[src/rtl/riscv_core_sequencer.sv]
// riscv_core_sequencer: run-control sequencer between the AXI4-Lite control
// registers and the RISC-V core. Turns host writes into one-cycle imem write
// strobes, holds the core in reset for RST_CYCLES, runs it, and stops on halt,
// abort, soft clear or (optionally) a cycle timeout.
//
// Optional feature macro: RUN_TIMEOUT_EN (enables the MAX_CYCLES run limit).
module riscv_core_sequencer #(
    parameter int unsigned IMEM_AW    = 10,
    parameter int unsigned RST_CYCLES = 4,
    parameter int unsigned MAX_CYCLES = 1000000
) (
    input  logic               S_AXI_ACLK,
    input  logic               S_AXI_ARESET,
    input  logic               mem_reset_n,
    input  logic               run_pc_in,
    input  logic [31:0]        cfg_imem_addr,
    input  logic [31:0]        cfg_imem_data,
    input  logic [31:0]        cfg_cmd,
    input  logic               core_halt,
    output logic               imem_we,
    output logic [IMEM_AW-1:0] imem_addr,
    output logic [31:0]        imem_wdata,
    output logic               core_rst,
    output logic               core_run,
    output logic [31:0]        status,
    output logic [31:0]        cycle_count
);

    localparam int unsigned RstW = (RST_CYCLES > 1) ? $clog2(RST_CYCLES) : 1;

    if (RST_CYCLES < 1 || MAX_CYCLES < 1) begin : gen_cfg_check
        $error("riscv_core_sequencer: RST_CYCLES and MAX_CYCLES must be >= 1");
    end

    typedef enum logic [2:0] {
        StIdle  = 3'd0,
        StLoad  = 3'd1,
        StReset = 3'd2,
        StRun   = 3'd3,
        StDone  = 3'd4
    } state_e;

    state_e              state_q, state_d;
    logic                cmd_q, run_q;
    logic [RstW-1:0]     rst_cnt_q, rst_cnt_d;
    logic [31:0]         cnt_q, cnt_d, cnt_inc;
    logic                done_q, done_d;
    logic                timeout_q, timeout_d;
    logic                load_err_q, load_err_d;
    logic                busy_q, busy_d;
    logic                we_q, we_d;
    logic [IMEM_AW-1:0]  addr_q, addr_d;
    logic [31:0]         wdata_q, wdata_d;
    logic                rst_q, rst_d;
    logic                run_out_q, run_out_d;

    logic load_evt, run_evt, abort, addr_ok;
    logic unused_cmd_bits;

    assign unused_cmd_bits = ^cfg_cmd[31:2];

    assign load_evt = cfg_cmd[0] ^ cmd_q;
    assign run_evt  = run_pc_in & ~run_q;
    assign abort    = cfg_cmd[1];
    // Word aligned and inside the IMEM_AW word window
    assign addr_ok  = (cfg_imem_addr[1:0] == 2'b00) &&
                      ((cfg_imem_addr >> (IMEM_AW + 2)) == 32'd0);
    assign cnt_inc  = (cnt_q == 32'hFFFF_FFFF) ? cnt_q : cnt_q + 32'd1;

    // Edge-detector history; keeps sampling through both resets so a held
    // level never looks like a fresh edge on release.
    always_ff @(posedge S_AXI_ACLK) begin
        cmd_q <= cfg_cmd[0];
        run_q <= run_pc_in;
    end

    // Next-state and registered-output decode
    always_comb begin
        state_d    = state_q;
        rst_cnt_d  = rst_cnt_q;
        cnt_d      = cnt_q;
        done_d     = done_q;
        timeout_d  = timeout_q;
        load_err_d = load_err_q;
        we_d       = 1'b0;
        addr_d     = addr_q;
        wdata_d    = wdata_q;

        unique case (state_q)
            StIdle, StDone: begin
                if (run_evt) begin
                    state_d    = StReset;
                    rst_cnt_d  = RstW'(RST_CYCLES - 1);
                    cnt_d      = 32'd0;
                    done_d     = 1'b0;
                    timeout_d  = 1'b0;
                    // A load colliding with the run request loses and flags an error
                    load_err_d = load_evt;
                end else if (load_evt) begin
                    if (addr_ok) begin
                        state_d = StLoad;
                        we_d    = 1'b1;
                        addr_d  = cfg_imem_addr[IMEM_AW+1:2];
                        wdata_d = cfg_imem_data;
                    end else begin
                        load_err_d = 1'b1;
                    end
                end
            end
            StLoad: begin
                state_d = StIdle;
            end
            StReset: begin
                if (load_evt) load_err_d = 1'b1;
                if (abort) begin
                    state_d   = StIdle;
                    done_d    = 1'b0;
                    timeout_d = 1'b0;
                end else if (rst_cnt_q == '0) begin
                    state_d = StRun;
                end else begin
                    rst_cnt_d = rst_cnt_q - RstW'(1);
                end
            end
            StRun: begin
                if (load_evt) load_err_d = 1'b1;
                cnt_d = cnt_inc;
                if (abort) begin
                    state_d   = StIdle;
                    done_d    = 1'b0;
                    timeout_d = 1'b0;
                end else if (core_halt) begin
                    state_d = StDone;
                    done_d  = 1'b1;
`ifdef RUN_TIMEOUT_EN
                end else if (cnt_q == 32'(MAX_CYCLES - 1)) begin
                    state_d   = StDone;
                    done_d    = 1'b1;
                    timeout_d = 1'b1;
`endif
                end
            end
            default: begin
                state_d = StIdle;
            end
        endcase

        rst_d     = (state_d == StIdle) || (state_d == StLoad) || (state_d == StReset);
        run_out_d = (state_d == StRun);
        busy_d    = (state_d == StReset) || (state_d == StRun);
    end

    // State and output registers; soft clear behaves like the hard reset
    always_ff @(posedge S_AXI_ACLK) begin
        if (S_AXI_ARESET || !mem_reset_n) begin
            state_q    <= StIdle;
            rst_cnt_q  <= '0;
            cnt_q      <= 32'd0;
            done_q     <= 1'b0;
            timeout_q  <= 1'b0;
            load_err_q <= 1'b0;
            busy_q     <= 1'b0;
            we_q       <= 1'b0;
            addr_q     <= '0;
            wdata_q    <= 32'd0;
            rst_q      <= 1'b1;
            run_out_q  <= 1'b0;
        end else begin
            state_q    <= state_d;
            rst_cnt_q  <= rst_cnt_d;
            cnt_q      <= cnt_d;
            done_q     <= done_d;
            timeout_q  <= timeout_d;
            load_err_q <= load_err_d;
            busy_q     <= busy_d;
            we_q       <= we_d;
            addr_q     <= addr_d;
            wdata_q    <= wdata_d;
            rst_q      <= rst_d;
            run_out_q  <= run_out_d;
        end
    end

    assign imem_we     = we_q;
    assign imem_addr   = addr_q;
    assign imem_wdata  = wdata_q;
    assign core_rst    = rst_q;
    assign core_run    = run_out_q;
    assign cycle_count = cnt_q;
    assign status      = {25'd0, state_q, load_err_q, timeout_q, done_q, busy_q};

endmodule
[config.mk]
export PLATFORM = sky130hd
export DESIGN_NAME = riscv_core_sequencer
export DESIGN_NICKNAME = d
export VERILOG_FILES = /design/src/rtl/riscv_core_sequencer.sv
export SDC_FILE = /design/constraint.sdc
export NUM_CORES = 1
export LEC_CHECK = 0
export ABC_AREA = 1
export CAP_MARGIN = 20
export CORE_MARGIN = 2
export CORE_UTILIZATION = 41
export DETAILED_ROUTE_END_ITERATION = 10
export PLACE_DENSITY_LB_ADDON = 0.25
export SYNTH_ARGS = -nofsm -noshare
export SYNTH_HDL_FRONTEND = slang
export SYNTH_SLANG_ARGS = --single-unit
[constraint.sdc]
create_clock -name S_AXI_ACLK -period 2.15 [get_ports S_AXI_ACLK]
set_input_delay 0.43 -clock S_AXI_ACLK [delete_from_list [all_inputs] [get_ports S_AXI_ACLK]]
set_output_delay 0.43 -clock S_AXI_ACLK [all_outputs]
set_load 0.05 [all_outputs]
==> flow_metrics.py, run 1 <==
metrics = {
    "timing": {
        "rsz0062_at_grt": "no",
        "final_hold_viol_count": 0,
        "tns_ns": 0,
        "fmax_mhz": 474.7,
        "max_slew_margin_pct": 62.60,
        "worst_slack_ns": 0.04341,
        "tightestPinTransition_ns": 0.5592,
        "fin_crit_ns": 2.107,
        "drv_slew": 0,
        "holdWs_ns": 0.4733,
        "setup_viol": 0,
        "finalCritPeriodShare_pct": 97.98,
        "finClkSkew_ns": 0.007139,
    },
    "worst_setup_path": {
        "critPathKind": "reg2out",
        "crit_arrival_ns": 1.68,
        "crit_path_top_delay_cell": "clkdlybuf4s50_1",
        "end_kind": "output pin",
        "startpoint_type": "register",
        "slowest_delay_ns": 0.85,
        "path_max_fanout": 5,
        "worstPathCellList": "clkdlybuf4s50_1",
        "required_ns": 1.72,
        "crit_family": "buffers and inverters",
        "cp.buffers_inverters": 1,
    },
    "job": {
        "maxCapViolations": 0,
    },
    "layout": {
        "n_antenna_cell": 0,
        "fill_cells": 958,
        "postLayoutCoreUtil_pct": 59.61,
        "final_area_um2": 6098,
        "layout_commonest_cell": "nor2_1",
        "fin_nets": 885,
        "area_growth_pct": 42.85,
        "final_cell_mix": "nor2_1 (154), clkdlybuf4s50_1 (146), nand2_1 (115)",
        "drive_above_1_share_pct": 7.624,
    },
    "die": {
        "core_area_um2": 10230,
        "chipWidth_um": 106.0,
        "fp.dieH_um": 106.0,
        "dieArea_um2": 11240,
        "io_pins": 210,
        "start_util_pct": 41.73,
        "placementRows": 37,
    },
    "logic_synthesis": {
        "syn_area_per_cell_um2": 6.820,
        "synth_area_um2": 4269,
        "synth.area.top_cells": "dfxtp_1 (41%), nor2_1 (14%), nand2_1 (10%)",
        "yosysSeqAreaShare_pct": 40.80,
        "synth-seq-cells": 87,
        "yosysWarnings": 0,
        "synth_cells": 626,
        "yosysUniqueCellTypes": 36,
        "synth.top_cell.area_share_pct": 40.80,
        "async_flop_share_pct": 0,
        "synth_area_leader_cell": "dfxtp_1",
        "ys.flop_type": "dfxtp_1",
        "synth-edff-count": 0,
    },
    "place": {
        "place_congestion": 0.8980,
        "post_dp_cell_area_um2": 5878,
        "place_ws_ns": -0.02170,
        "portBuffers": 153,
        "dp_hpwl_um": 9139,
    },
    "drt": {
        "drtAntennaViolNets": 0,
        "drt-initial-drc-count": 146,
        "routed_wl_um": 12030,
        "firstDrtPassIters": 4,
        "vias": 4483,
        "drt-vias-per-instance": 4.857,
        "wire_per_inst_um": 13.03,
        "drc": 0,
    },
    "global_routing": {
        "grt_max_degree": 37,
        "grt_pass1_vias": 4345,
        "gr-usage-all-layers_pct": 22.27,
        "grt_overflow": 0,
        "grt_first_pass_wirelength_um": 20080,
        "antenna_found_initial": 0,
    },
    "cts": {
        "cts_tree": "done",
        "cts_sinks": 87,
        "clockRootBuffer": "clkbuf_8",
        "htreeDepth": 3,
        "clkTransAtPathRegs_ns": 0.09,
        "cts_buffer_depth": 2,
        "cts_hold_buffers": 0,
        "insertion_delay_ns": 0.38,
        "cts_buffers": 9,
    },
    "outcome": {
        "status": "finished, final reports clean",
    },
    "power_and_ir_drop": {
        "power_density_nw_per_um2": 522.0,
        "p_leak_nw": 2.491,
        "irDropWorstVdd_v": 0.0003470,
    },
    "worst_hold_path": {
        "hold_class": "reg2reg",
    },
}
==> Yosys cell counts (2+ instances only) <==
| cell | number |
|---|---|
| buf_4 | 29 |
| inv_1 | 49 |
| nand2_2 | 3 |
| buf_2 | 2 |
| buf_1 | 2 |
| buf_6 | 2 |
| clkbuf_1 | 13 |
| xnor2_1 | 3 |
| nor2_1 | 155 |
| inv_2 | 4 |
| o21ai_1 | 6 |
| nor3_1 | 13 |
| nand4_1 | 8 |
| dfxtp_1 | 87 |
| nand3_1 | 31 |
| nor3b_1 | 4 |
| nor2_2 | 6 |
| or2_2 | 4 |
| a21oi_1 | 23 |
| o21bai_1 | 3 |
| ha_1 | 2 |
| xor2_1 | 2 |
| nor2_4 | 6 |
| nand2_1 | 115 |
| o21ai_0 | 43 |
==> sequential cells by signal, indices dropped and copies added, names as in the netlist, 2 cells and up <==
| name | cells |
|---|---|
| imem_wdata | 32 |
| cycle_count | 32 |
| imem_addr | 10 |
| state_q | 3 |
| rst_cnt_q | 2 |
==> path summary, 6_finish.rpt <==
path	end	cells after the start	slack [ns]	from
setup / recovery	status[4]	1	0.04	state_q[0]$_SDFF_PP0_
hold / removal	done_q$_SDFFE_PP0P_	2	0.47	done_q$_SDFFE_PP0P_
setup reg to reg	cycle_count[3]$_SDFFE_PP0P_	11	0.16	cycle_count[1]$_SDFFE_PP0P_
hold reg to reg	done_q$_SDFFE_PP0P_	2	0.47	done_q$_SDFFE_PP0P_
==> cell families after synthesis <==
family	count (synthesis)	synth area share [%]
buffers and inverters	102	12.19
flip-flops	87	40.80
other	1	0.08784
adder cells (fa/ha/maj)	2	0.5861
XOR/XNOR	5	1.026
AND/OR/NAND/NOR	350	35.64
AO/OA/AOI/OAI	79	9.672
==> power breakdown <==
part           switching (mW)  internal, mW  total, mW
registers             0.00345          1.62       1.62
clock network           0.639         0.575       1.21
logic                   0.202         0.147      0.350
total                   0.845          2.34       3.18
==> stage by stage <==
| step | power, mW | instances |
|---|---|---|
| final | 3.183 | 923 |
| after global routing | 3.291 | 923 |
| after floorplan | 1.885 | 651 |
| after detailed placement | 2.004 | 907 |
| after CTS | 3.208 | 923 |
| after global placement | 2.000 | 907 |
==> final cells by class <==
cell class	count	area [um^2]	share of cell area, %
Clock buffer	10	137.6	2.257
Clock inverter	6	68.82	1.128
Inverter	53	198.9	3.262
Multi-Input combinational cell	462	2103	34.49
Sequential cell	87	1742	28.56
Tap cell	136	170.2	2.790
Timing Repair Buffer	169	1678	27.51
==> layer usage <==
layer	global-route usage, %	vias to the layer above	wire (um)
li1	-	2239	-
met1	25.09	2055	4874
met2	38.34	162	5810
met3	7.051	27	1030
met4	10.24	0	312
met5	0	-	0
==> repair_timing <==
item                                    CTS  global route
resized for setup                         1             6
endpoints found under the setup margin    1             6
setup buffers                             0             0
No activity file was read; power rests on OpenSTA's default activity.
==> run 2: changes to the inputs <==
- TNS_END_PERCENT: default -> 20
==> results of run 2 <==
Final layout, timing and power as in run 1 (identical DEF).
==> run 3: changes to the inputs <==
- ABC_CLOCK_PERIOD_IN_PS: default -> 2150
==> results of run 3 <==
Final layout, timing and power as in run 1 (identical DEF).
